===== config.mk =====
export PLATFORM = sky130hd
export DESIGN_NAME = avl_mm_master_arbiter
export DESIGN_NICKNAME = d
export VERILOG_FILES = /design/src/rtl/avl_mm_master_arbiter.sv
export SDC_FILE = /design/constraint.sdc
export NUM_CORES = 1
export LEC_CHECK = 0
export BUFFER_PORTS_ARGS = -buffer_cell sky130_fd_sc_hd__buf_2
export CAP_MARGIN = 20
export CORE_MARGIN = 2
export CORE_UTILIZATION = 35
export DETAILED_ROUTE_END_ITERATION = 10
export PLACE_DENSITY = 0.67
export RECOVER_POWER = 100
export SYNTH_ARGS = -nofsm -noshare
export SYNTH_HDL_FRONTEND = slang
export SYNTH_SLANG_ARGS = --single-unit

===== constraint.sdc =====
create_clock -name clk -period 1.9 [get_ports clk]
set_clock_uncertainty 0.2 [all_clocks]
set_input_delay 0.475 -clock clk [delete_from_list [all_inputs] [get_ports clk]]
set_output_delay 0.475 -clock clk [all_outputs]
set_load 0.01 [all_outputs]

===== src/rtl/avl_mm_master_arbiter.sv =====
// Two-requester Avalon-MM arbiter onto one master port, round-robin on ties.
// Optional waitrequest timeout enabled by defining AVL_ARB_TIMEOUT_EN.
module avl_mm_master_arbiter #(
   parameter int ADDR_W      = 32,
   parameter int DATA_W      = 32,
   parameter int TIMEOUT_CYC = 255
) (
   input  logic              clk,
   input  logic              reset,
   input  logic [ADDR_W-1:0] r0_address,
   input  logic [DATA_W-1:0] r0_writedata,
   input  logic              r0_read,
   input  logic              r0_write,
   output logic [DATA_W-1:0] r0_readdata,
   output logic              r0_waitrequest,
   input  logic [ADDR_W-1:0] r1_address,
   input  logic [DATA_W-1:0] r1_writedata,
   input  logic              r1_read,
   input  logic              r1_write,
   output logic [DATA_W-1:0] r1_readdata,
   output logic              r1_waitrequest,
   output logic [ADDR_W-1:0] avm_address,
   output logic [DATA_W-1:0] avm_writedata,
   output logic              avm_read,
   output logic              avm_write,
   input  logic [DATA_W-1:0] avm_readdata,
   input  logic              avm_waitrequest,
   output logic              arb_err
);

   typedef enum logic [1:0] {S_IDLE, S_BUS, S_DONE} state_t;

   state_t            r_state;
   state_t            w_state_next;
   logic              r_grant;
   logic              r_last;
   logic [ADDR_W-1:0] r_addr;
   logic [DATA_W-1:0] r_wdata;
   logic              r_avm_read;
   logic              r_avm_write;
   logic [DATA_W-1:0] r_rdata0;
   logic [DATA_W-1:0] r_rdata1;
   logic              r_err;
   logic              w_req0;
   logic              w_req1;
   logic              w_pick;
   logic              w_sel_read;
   logic              w_sel_write;
   logic              w_timeout;

   assign w_req0 = r0_read | r0_write;
   assign w_req1 = r1_read | r1_write;
   // On a tie the requester not granted last wins; otherwise the only one asking.
   assign w_pick      = (w_req0 && w_req1) ? ~r_last : w_req1;
   assign w_sel_read  = w_pick ? r1_read  : r0_read;
   assign w_sel_write = w_pick ? r1_write : r0_write;

`ifdef AVL_ARB_TIMEOUT_EN
   localparam int CNT_W = $clog2(TIMEOUT_CYC + 1);
   logic [CNT_W-1:0] r_cnt;

   assign w_timeout = (r_state == S_BUS) && avm_waitrequest &&
                      (r_cnt == CNT_W'(TIMEOUT_CYC));

   always_ff @(posedge clk) begin
      if (!reset) begin
         r_cnt <= '0;
      end else if (r_state != S_BUS) begin
         r_cnt <= '0;
      end else if (avm_waitrequest && !w_timeout) begin
         r_cnt <= r_cnt + 1'b1;
      end
   end
`else
   assign w_timeout = 1'b0;
`endif

   always_ff @(posedge clk) begin
      if (!reset) begin
         r_state <= S_IDLE;
      end else begin
         r_state <= w_state_next;
      end
   end

   always_comb begin
      w_state_next = r_state;
      case (r_state)
         S_IDLE:  if (w_req0 || w_req1) w_state_next = S_BUS;
         S_BUS:   if (!avm_waitrequest || w_timeout) w_state_next = S_DONE;
         S_DONE:  w_state_next = S_IDLE;
         default: w_state_next = S_IDLE;
      endcase
   end

   always_ff @(posedge clk) begin
      if (!reset) begin
         r_grant     <= 1'b0;
         r_last      <= 1'b1;
         r_addr      <= '0;
         r_wdata     <= '0;
         r_avm_read  <= 1'b0;
         r_avm_write <= 1'b0;
         r_rdata0    <= '0;
         r_rdata1    <= '0;
         r_err       <= 1'b0;
      end else begin
         r_err <= 1'b0;
         case (r_state)
            S_IDLE: begin
               if (w_req0 || w_req1) begin
                  r_grant     <= w_pick;
                  r_addr      <= w_pick ? r1_address : r0_address;
                  r_wdata     <= w_pick ? r1_writedata : r0_writedata;
                  r_avm_read  <= w_sel_read;
                  r_avm_write <= w_sel_write & ~w_sel_read;
               end
            end
            S_BUS: begin
               if (!avm_waitrequest) begin
                  r_avm_read  <= 1'b0;
                  r_avm_write <= 1'b0;
                  if (r_avm_read) begin
                     if (r_grant) r_rdata1 <= avm_readdata;
                     else         r_rdata0 <= avm_readdata;
                  end
               end else if (w_timeout) begin
                  // Abandon the stalled command; reads return a marker word.
                  r_avm_read  <= 1'b0;
                  r_avm_write <= 1'b0;
                  r_err       <= 1'b1;
                  if (r_avm_read) begin
                     if (r_grant) r_rdata1 <= DATA_W'(32'hDEADBEEF);
                     else         r_rdata0 <= DATA_W'(32'hDEADBEEF);
                  end
               end
            end
            S_DONE: r_last <= r_grant;
            default: ;
         endcase
      end
   end

   assign avm_address    = r_addr;
   assign avm_writedata  = r_wdata;
   assign avm_read       = r_avm_read;
   assign avm_write      = r_avm_write;
   assign r0_readdata    = r_rdata0;
   assign r1_readdata    = r_rdata1;
   assign r0_waitrequest = ~((r_state == S_DONE) && !r_grant);
   assign r1_waitrequest = ~((r_state == S_DONE) &&  r_grant);
   assign arb_err        = r_err;

endmodule


==> flow_summary_export.csv <==
group,metric,value,unit
status,status,"finished with violations",
status,violations,"negative setup slack",
job,max_cap_violations,0,
grt,antenna_found_initial,3,
synthesis,avgSynthCellArea,8.80,µm²
final_layout,area_growth,43.9,%
clock_network,cts.htree.levels,4,
synthesis,async_flop_share,0,
synthesis,ys_seq_area_frac,0.462,
routing,num_vias,6135,
routing,wirelength,19300,µm
place,hpwl,12900,µm
final_layout,most-common-layout-cells,"166 x buf_2, 133 x dfxtp_1, 130 x clkbuf_1",
floorplanning,core-area,16400,µm²
worst_hold_path,min-delay-start,"avm_readdata[28]",
synthesis,synthCells,659,
floorplanning,pin_count,300,
routing,initialDrtViolationCount,276,
grt,grt_max_degree,92,
critical_path,crit_type,"reg2out",
place,gp_congestion,0.802,
critical_path,slowest_delay,360,ps
synthesis,synth-main-ff-cell,"dfxtp_1",
worst_hold_path,hold_depth,3,
final_layout,nets,1115,
critical_path,cp_slowest_cell,"or3_4",
sta,finalHoldViolCount,0,
synthesis,synth.area.top_cells,"dfxtp_1 46%, mux2i_1 11%, a311oi_1 9.7%",
critical_path,worst_setup_path_end_kind,"primary output",
clock_network,clock_latency,400,ps
routing,wl_per_cell,16.3,µm
critical_path,crit_fanout,3,
clock_network,cts_buffers,17,
synthesis,syn_nets,826,
synthesis,ys_seq_elements,134,
grt,grt_pass1_wl,30200,µm
critical_path,arrival,1270,ps
power_and_ir_drop,p_per_area,978,nW/µm²
grt,overflow,0,
sta,fmax,0.513,GHz
sta,setup_ws,-48.6,ps
place,dpl-instance-area,7700,µm²
routing,drc_errors,0,
worst_hold_path,holdPathEnd,"r1_readdata[28]$_SDFFE_PN0P_",
power_and_ir_drop,ir_worst_vdd,0.000627,V
sta,relSlewSlack,0.597,
place,port_buffers,298,
routing,drt-vias-per-instance,5.19,
critical_path,reg2reg_depth,6,
critical_path,critical-path-top-delay-family,"simple AND/OR/NAND/NOR gates",
clock_network,holdBufCountCts,0,
sta,rsz0062_at_grt,"yes",
routing,antenna_left,0,
sta,maxSlewViolCount,0,
grt,grt_pass1_vias,5811,
clock_network,max-clock-path-buffers,2,
synthesis,synth_cell_types,31,
floorplanning,rows,47,
sta,tightest_slew,605,ps
grt,gr-usage-all-layers,0.212,
critical_path,r2r_end,"r0_readdata[14]$_SDFFE_PN0P_",
synthesis,yosysWarnings,0,
critical_path,reg2reg_slack,-10,ps
worst_hold_path,hp-class,"in2reg",
final_layout,post-route-cell-area,8350,µm²
final_layout,finish.utilization,0.509,
routing,firstDrtPassIters,5,
synthesis,yosysTopAreaCell,"dfxtp_1",
critical_path,start_kind,"flip-flop",
sta,finalSetupViolCount,2,
sta,fin_crit_sh,1.03,
critical_path,critPathBufInv,2,
power_and_ir_drop,p_leak,3.44,nW
synthesis,synth_area,5800,µm²
final_layout,layout.cells.most_common,"buf_2",
critical_path,reg2reg_from,"r_state[1]$_SDFFE_PN0P_",
clock_network,cts-root-buf,"clkbuf_16",
clock_network,cts_sinks,134,
critical_path,worstSetupPathDepth,3,
critical_path,crit_chain,"inv_2, or3_4, buf_6",
clock_network,tritoncts,"done",
floorplanning,start_util,0.354,
floorplanning,fp.dieW,133,µm
synthesis,synth_edf_count,0,
floorplanning,die_h,133,µm
clock_network,clkTransAtPathRegs,60,ps
synthesis,synth_top_area_share,0.462,
floorplanning,die-area,17600,µm²
sta,layout_min_cycle_time,1950,ps
critical_path,required,1220,ps
final_layout,drive_gt1_frac,0.271,
cell usage after synthesis, drive strengths merged (3+ instances only):
master / n
mux2i: 64
a21oi: 66
nand3: 71
inv: 3
buf: 27
o21ai: 67
dfxtp: 134
clkbuf: 46
nor2: 4
a311oi: 64
nand2: 97
power by group:
part	leakage [nW]	internal (mW)	switching [mW]
sequential	1.10	3.01	0.107
clock	0.323	2.38	1.37
combinational	2.02	0.565	0.740
stage by stage:
| step | std cells | setup WS, ps | setup TNS, ps | hold WS [ps] | total power [mW] |
|---|---|---|---|---|---|
| 2_1_floorplan | 659 | 64.6 | 0 | 279 | 3.85 |
| 3_3_place_gp | 1141 | -40.0 | -1770 | 239 | 4.48 |
| 3_5_place_dp | 1141 | -92.2 | -3800 | 246 | 4.49 |
| 4_1_cts | 1174 | -72.5 | -72.5 | 116 | 8.25 |
| 5_1_grt | 1182 | -105 | -2850 | 128 | 8.52 |
| 6_report | 1182 | -48.6 | -59.8 | 136 | 8.16 |
worst max path at each step:
stage	from	to	slack, ps
after detailed placement	r0_write	avm_address[29]$_SDFFE_PN0P_	-90
after global routing	r_state[1]$_SDFFE_PN0P_	r0_waitrequest	-110
after floorplan	r0_write	avm_address[10]$_SDFFE_PN0P_	60
final	r_state[1]$_SDFFE_PN0P_	r0_waitrequest	-50
after global placement	r0_write	avm_writedata[29]$_SDFFE_PN0P_	-40
after CTS	r_state[1]$_SDFFE_PN0P_	r0_waitrequest	-70
timing repair:
action | CTS | global route
setup buffers | 1 | 3
resized for setup | 5 | 7
pin swaps | 0 | 1
endpoints found under the setup margin | 1 | 55
cloned | 0 | 4
cells by family (layout without fill, tap and decap cells):
group	after synthesis	after routing	synth area share
buffers and inverters	76	378	0.0667
and+or+nand+nor	182	182	0.142
other	1	2	0.000646
AOI/OAI and AO/OA	202	202	0.218
muxes	64	64	0.110
DFF	134	134	0.462
worst min-delay path: cells and delay by family:
| family | cells | cell delay [ps] |
|---|---|---|
| buf+inv | 1 | 90 |
| simple gates | 1 | 60 |
| mux | 1 | 60 |
sequential cells by signal (all words and copies together) (netlist names):
name / count
avm_writedata: 32
r0_readdata: 32
r1_readdata: 32
r_last: 1
r_state: 2
avm_address: 32
avm_write: 1
avm_read: 1
r_grant: 1
layer usage:
layer | GRT usage | vias up | share of wire
met4 | 0.0472 | 4 | 0.0096
met1 | 0.262 | 2844 | 0.42
met5 | 0 | - | 0.00093
met3 | 0.0686 | 15 | 0.080
met2 | 0.359 | 270 | 0.49
li1 | - | 3002 | -
final cells by class:
cell class,instances,area (µm²)
antenna,1,2.50
clock buffer,17,425
clock inverter,15,241
fill,1624,8060
inverter,3,11.3
multi-input combinational,449,2780
sequential,134,2680
tap,220,275
timing repair buffer,343,1930
No activity file was read; power rests on OpenSTA's default activity.
